<file path="config.mk">
export PLATFORM = sky130hd
export DESIGN_NAME = mvau_weight_loader
export DESIGN_NICKNAME = d
export VERILOG_FILES = /design/src/rtl/mvau_weight_loader.sv
export SDC_FILE = /design/constraint.sdc
export NUM_CORES = 1
export LEC_CHECK = 0
export ABC_AREA = 1
export CORE_MARGIN = 8
export CORE_UTILIZATION = 50
export CTS_CLUSTER_DIAMETER = 100
export DETAILED_ROUTE_END_ITERATION = 16
export GPL_TIMING_DRIVEN = 0
export PLACE_DENSITY = 0.89
export SLEW_MARGIN = 20
export SYNTH_ARGS = -nofsm -noshare
export SYNTH_HDL_FRONTEND = slang
export SYNTH_SLANG_ARGS = --single-unit
</file>
<file path="constraint.sdc">
create_clock -name aclk -period 1.8 [get_ports aclk]
set_input_delay 0.36 -clock aclk [delete_from_list [all_inputs] [get_ports aclk]]
set_output_delay 0.36 -clock aclk [all_outputs]
set_load 0.005 [all_outputs]
</file>
<file path="src/rtl/mvau_weight_loader.sv">
// Streams IN_W-bit weight chunks from an AXI-Stream slave, packs BEATS chunks per
// SIMD*TW-bit word and writes WMEM_DEPTH consecutive words into the weight memory.
module mvau_weight_loader #(
    parameter int SIMD         = 2,
    parameter int TW           = 1,
    parameter int WMEM_DEPTH   = 4,
    parameter int WMEM_ADDR_BW = 4,
    parameter int IN_W         = 1
) (
    input  logic                    aclk,
    input  logic                    aresetn,
    input  logic                    start,
    output logic                    busy,
    output logic                    done,
    output logic                    err,
    input  logic [IN_W-1:0]         s_axis_tdata,
    input  logic                    s_axis_tvalid,
    output logic                    s_axis_tready,
    input  logic                    s_axis_tlast,
    output logic                    wmem_we,
    output logic [WMEM_ADDR_BW-1:0] wmem_waddr,
    output logic [SIMD*TW-1:0]      wmem_wdata
);

    localparam int WORD_W = SIMD * TW;
    localparam int BEATS  = WORD_W / IN_W;
    localparam int BEAT_W = (BEATS > 1) ? $clog2(BEATS) : 1;

    localparam logic [BEAT_W-1:0]       LAST_BEAT = BEAT_W'(BEATS - 1);
    localparam logic [WMEM_ADDR_BW-1:0] LAST_ADDR = WMEM_ADDR_BW'(WMEM_DEPTH - 1);

    typedef enum logic [1:0] {
        S_IDLE,
        S_LOAD,
        S_DONE
    } state_e;

    state_e                  state_q, state_d;
    logic [BEAT_W-1:0]       beat_q, beat_d;
    logic [WMEM_ADDR_BW-1:0] addr_q, addr_d;
    logic [WORD_W-1:0]       pack_q, pack_d;
    logic                    err_q, err_d;
    logic                    we_q, we_d;
    logic [WMEM_ADDR_BW-1:0] waddr_q, waddr_d;
    logic [WORD_W-1:0]       wdata_q, wdata_d;

    logic              accept;
    logic [WORD_W-1:0] word_v;

    assign accept = (state_q == S_LOAD) && s_axis_tvalid;

    // Pack register with the current chunk merged in; the full word on the last beat.
    always_comb begin
        word_v = pack_q;
        word_v[int'(beat_q) * IN_W +: IN_W] = s_axis_tdata;
    end

    always_comb begin
        // NOTE: every next-state signal gets a default first so no path leaves one unassigned (no latches).
        state_d = state_q;
        beat_d  = beat_q;
        addr_d  = addr_q;
        pack_d  = pack_q;
        err_d   = err_q;
        we_d    = 1'b0;
        waddr_d = waddr_q;
        wdata_d = wdata_q;

        unique case (state_q)
            S_IDLE, S_DONE: begin
                if (start) begin
                    state_d = S_LOAD;
                    beat_d  = '0;
                    addr_d  = '0;
                    pack_d  = '0;
                    err_d   = 1'b0;
                end
            end
            S_LOAD: begin
                if (accept) begin
                    if (beat_q == LAST_BEAT) begin
                        we_d    = 1'b1;
                        waddr_d = addr_q;
                        wdata_d = word_v;
                        beat_d  = '0;
                        pack_d  = '0;
                        if (addr_q == LAST_ADDR) begin
                            // Final word: always written; tlast is expected exactly here.
                            state_d = S_DONE;
                            if (!s_axis_tlast) err_d = 1'b1;
                        end else begin
                            addr_d = addr_q + 1'b1;
                            if (s_axis_tlast) begin
                                err_d   = 1'b1;
                                state_d = S_DONE;
                            end
                        end
                    end else if (s_axis_tlast) begin
                        // Early end mid-word: drop the partial word.
                        err_d   = 1'b1;
                        state_d = S_DONE;
                        beat_d  = '0;
                        pack_d  = '0;
                    end else begin
                        pack_d = word_v;
                        beat_d = beat_q + 1'b1;
                    end
                end
            end
            default: state_d = S_IDLE;
        endcase
    end

    // NOTE: only the loader's own registers are reset; the weight memory behind the
    // write port is never touched by reset, so loaded weights survive it.
    always_ff @(posedge aclk or negedge aresetn) begin
        if (!aresetn) begin
            state_q <= S_IDLE;
            beat_q  <= '0;
            addr_q  <= '0;
            pack_q  <= '0;
            err_q   <= 1'b0;
            we_q    <= 1'b0;
            waddr_q <= '0;
            wdata_q <= '0;
        end else begin
            // NOTE: non-blocking assignments so every register samples pre-edge values.
            state_q <= state_d;
            beat_q  <= beat_d;
            addr_q  <= addr_d;
            pack_q  <= pack_d;
            err_q   <= err_d;
            we_q    <= we_d;
            waddr_q <= waddr_d;
            wdata_q <= wdata_d;
        end
    end

    assign busy          = (state_q == S_LOAD);
    assign done          = (state_q == S_DONE);
    assign s_axis_tready = (state_q == S_LOAD);
    assign err           = err_q;
    assign wmem_we       = we_q;
    assign wmem_waddr    = waddr_q;
    assign wmem_wdata    = wdata_q;

endmodule

</file>
==> flow_summary.json <==
{
  "status": "complete, no violations",
  "antenna_found_initial": 0,
  "start_util_pct": 53.4,
  "r2r_start": "addr_q[0]",
  "dp_hpwl_um": 1360,
  "cts_root_buf": "clkbuf_4",
  "areaGrowthSynthToFinish_pct": 29.4,
  "fin_crit_sh_pct": 96.2,
  "final_hold_viol_count": 0,
  "rows": 14,
  "r2r_slack_ns": 0.55,
  "firstDrtPassIters": 4,
  "crit_path_top_delay_cell": "clkdlybuf4s50_1",
  "synth_ff_type": "dfrtp_1",
  "hold_path.class": "in2async",
  "synth-edff-count": 0,
  "numCtsBuffers": 3,
  "yosysMostFrequentCell": "nand2_1",
  "grt.total_usage_pct": 12.3,
  "arrival_ns": 1.37,
  "rsz0062_at_grt": "no",
  "critPathMaxFanout": 4,
  "setup_viol": 0,
  "async_flop_share_pct": 100,
  "grt_pass1_vias": 725,
  "insertion_delay_ns": 0.30,
  "worst_slew_pin_slew_ns": 0.707,
  "ys_warn_count": 0,
  "start_kind": "register",
  "synth_commonest_cells": "nand2_1, dfrtp_1, inv_1",
  "synth.avg_cell_area_um2": 8.84,
  "worstPathCellList": "nor2_8, clkdlybuf4s50_1",
  "gp_congestion": 0.803,
  "fin_nets": 122,
  "drtIter0Drc": 14,
  "syn_inst": 91,
  "synth_top_area_share_pct": 49.8,
  "grt_max_degree": 17,
  "drt-vias-per-instance": 5.28,
  "io_pins": 17,
  "fp.dieArea_mm2": 0.00315,
  "maxSlewViolCount": 0,
  "num_antenna_cells": 0,
  "gr-total-overflow": 0,
  "utilization_pct": 69.1,
  "path_class": "reg2out",
  "required_ns": 1.44,
  "power_density_mw_per_mm2": 1500,
  "netlist_area_um2": 805,
  "path_delay_family": "buffers and inverters",
  "seq_area_frac_synth_pct": 49.8,
  "drive_above_1_share_pct": 22.8,
  "regToRegEndpoint": "state_q[0]",
  "clkTransAtPathRegs_ns": 0.10,
  "clock_sinks": 16,
  "drc": 0,
  "vias": 687,
  "cts_hold_buf": 0,
  "skew_ns": 0.00607,
  "worst_r2r_path_depth": 6,
  "ys_types": 23,
  "die_y_um": 56.1,
  "cts_tree": "yes",
  "grt_pass1_wl_um": 3190,
  "wl_per_cell_um": 14.3,
  "yosysTopAreaCell": "dfrtp_1",
  "cap_viol_max_count": 0,
  "routed_wl_um": 1860,
  "synth_area_leaders": "dfrtp_1, nand2_1, nand3_2, inv_1, nand3_1",
  "synth_seq_cells": 16,
  "critPathMaxStageDelay_ns": 0.51,
  "period_needed_ns": 1.73,
  "worst_setup_path_end_kind": "primary output",
  "p_leak_nw": 0.508,
  "die_w_um": 56.1,
  "relSlewSlack_pct": 52.7,
  "setup_tns_ns": 0,
  "cts_max_path_buffers": 2,
  "ir_worst_vdd_uv": 671,
  "cts_max_level": 1,
  "syn_nets": 98,
  "drtAntennaViolNets": 0,
  "core-area_mm2": 0.00151,
  "port_buffers": 16,
  "crit_buf_inv": 1,
  "fmax_mhz": 578
}
==> routing by layer <==
| layer | GRT usage (%) | wire length (um) | vias up |
|---|---|---|---|
| li1 | - | - | 337 |
| met1 | 12.9 | 739 | 320 |
| met2 | 20.9 | 955 | 23 |
| met3 | 2.97 | 94 | 7 |
| met4 | 8.59 | 65 | 0 |
| met5 | 0 | 0 | - |
==> sequential cells by signal, indices dropped and copies added (netlist names) <==
signal / cells
beat_q: 1
pack_q: 1
err: 1
state_q: 2
wmem_we: 1
wmem_wdata: 2
wmem_waddr: 4
addr_q: 4
==> layout by cell type (no fill, tap or decap) <==
master / count
inv_2: 5
o21ai_1: 4
xnor2_1: 1
clkbuf_4: 3
nand2_4: 1
o21ai_0: 1
ha_1: 1
o31ai_1: 1
nand2_1: 31
dfrtp_2: 1
nand4_1: 2
nor2_1: 3
buf_4: 5
nor2_8: 1
nand3_4: 1
clkdlybuf4s50_1: 14
nand2_2: 1
dfrtp_1: 15
nor2_4: 1
nand3b_1: 1
inv_1: 7
clkbuf_8: 1
o21ai_2: 2
dlygate4sd2_1: 1
nand3_1: 5
a21oi_1: 1
nand3_2: 3
nor2_2: 1
==> power by group <==
group	internal [mW]	switching [mW]	total, mW
Clock	0.123	0.123	0.247
Combinational	0.364	0.378	0.742
Sequential	0.474	0.0996	0.574
==> stage by stage <==
| stage | hold WS [ns] | setup slack, ns | area [um^2] | power [mW] | instances |
|---|---|---|---|---|---|
| floorplan | 0.0644 | 0.697 | 805 | 0.979 | 91 |
| global placement | 0.454 | 0.183 | 985 | 1.23 | 123 |
| detailed placement | 0.462 | 0.161 | 985 | 1.27 | 123 |
| CTS | 0.485 | 0.0678 | 1040 | 1.56 | 130 |
| global route | 0.509 | 0.00457 | 1040 | 1.67 | 130 |
| finish | 0.475 | 0.0685 | 1040 | 1.56 | 130 |
==> cell type report <==
| type | instances | area (um^2) |
|---|---|---|
| plain buffers | 1 | 7.51 |
| clock buffers | 4 | 36.3 |
| fillers | 123 | 465 |
| inverters | 12 | 45.0 |
| multi-input cells | 62 | 352 |
| flip-flops and latches | 16 | 402 |
| well taps | 16 | 20.0 |
| repair buffers | 19 | 179 |
==> worst max path at each step <==
stage | depth (start not counted) | to | start | slack, ns
2_1_floorplan | 2 | s_axis_tready | state_q[1] | 0.70
3_3_place_gp | 3 | s_axis_tready | state_q[1] | 0.18
3_5_place_dp | 4 | s_axis_tready | state_q[0] | 0.16
4_1_cts | 2 | busy | state_q[1] | 0.07
5_1_grt | 3 | busy | state_q[0] | 0.005
6_report | 2 | busy | state_q[1] | 0.07
==> logic make-up after synthesis <==
logic type,Yosys count,share of synthesized area [%]
simple gates,51,34.2
xor+xnor,1,1.09
buf+inv,13,6.53
fa+ha+maj,1,1.55
compound gates,9,6.84
flops,16,49.8
==> what timing repair did <==
action	in CTS	in global routing
setup endpoints to repair	3	0
setup buffers	3	0
gates resized for setup	3	0
(Power assumes the default switching activity.)
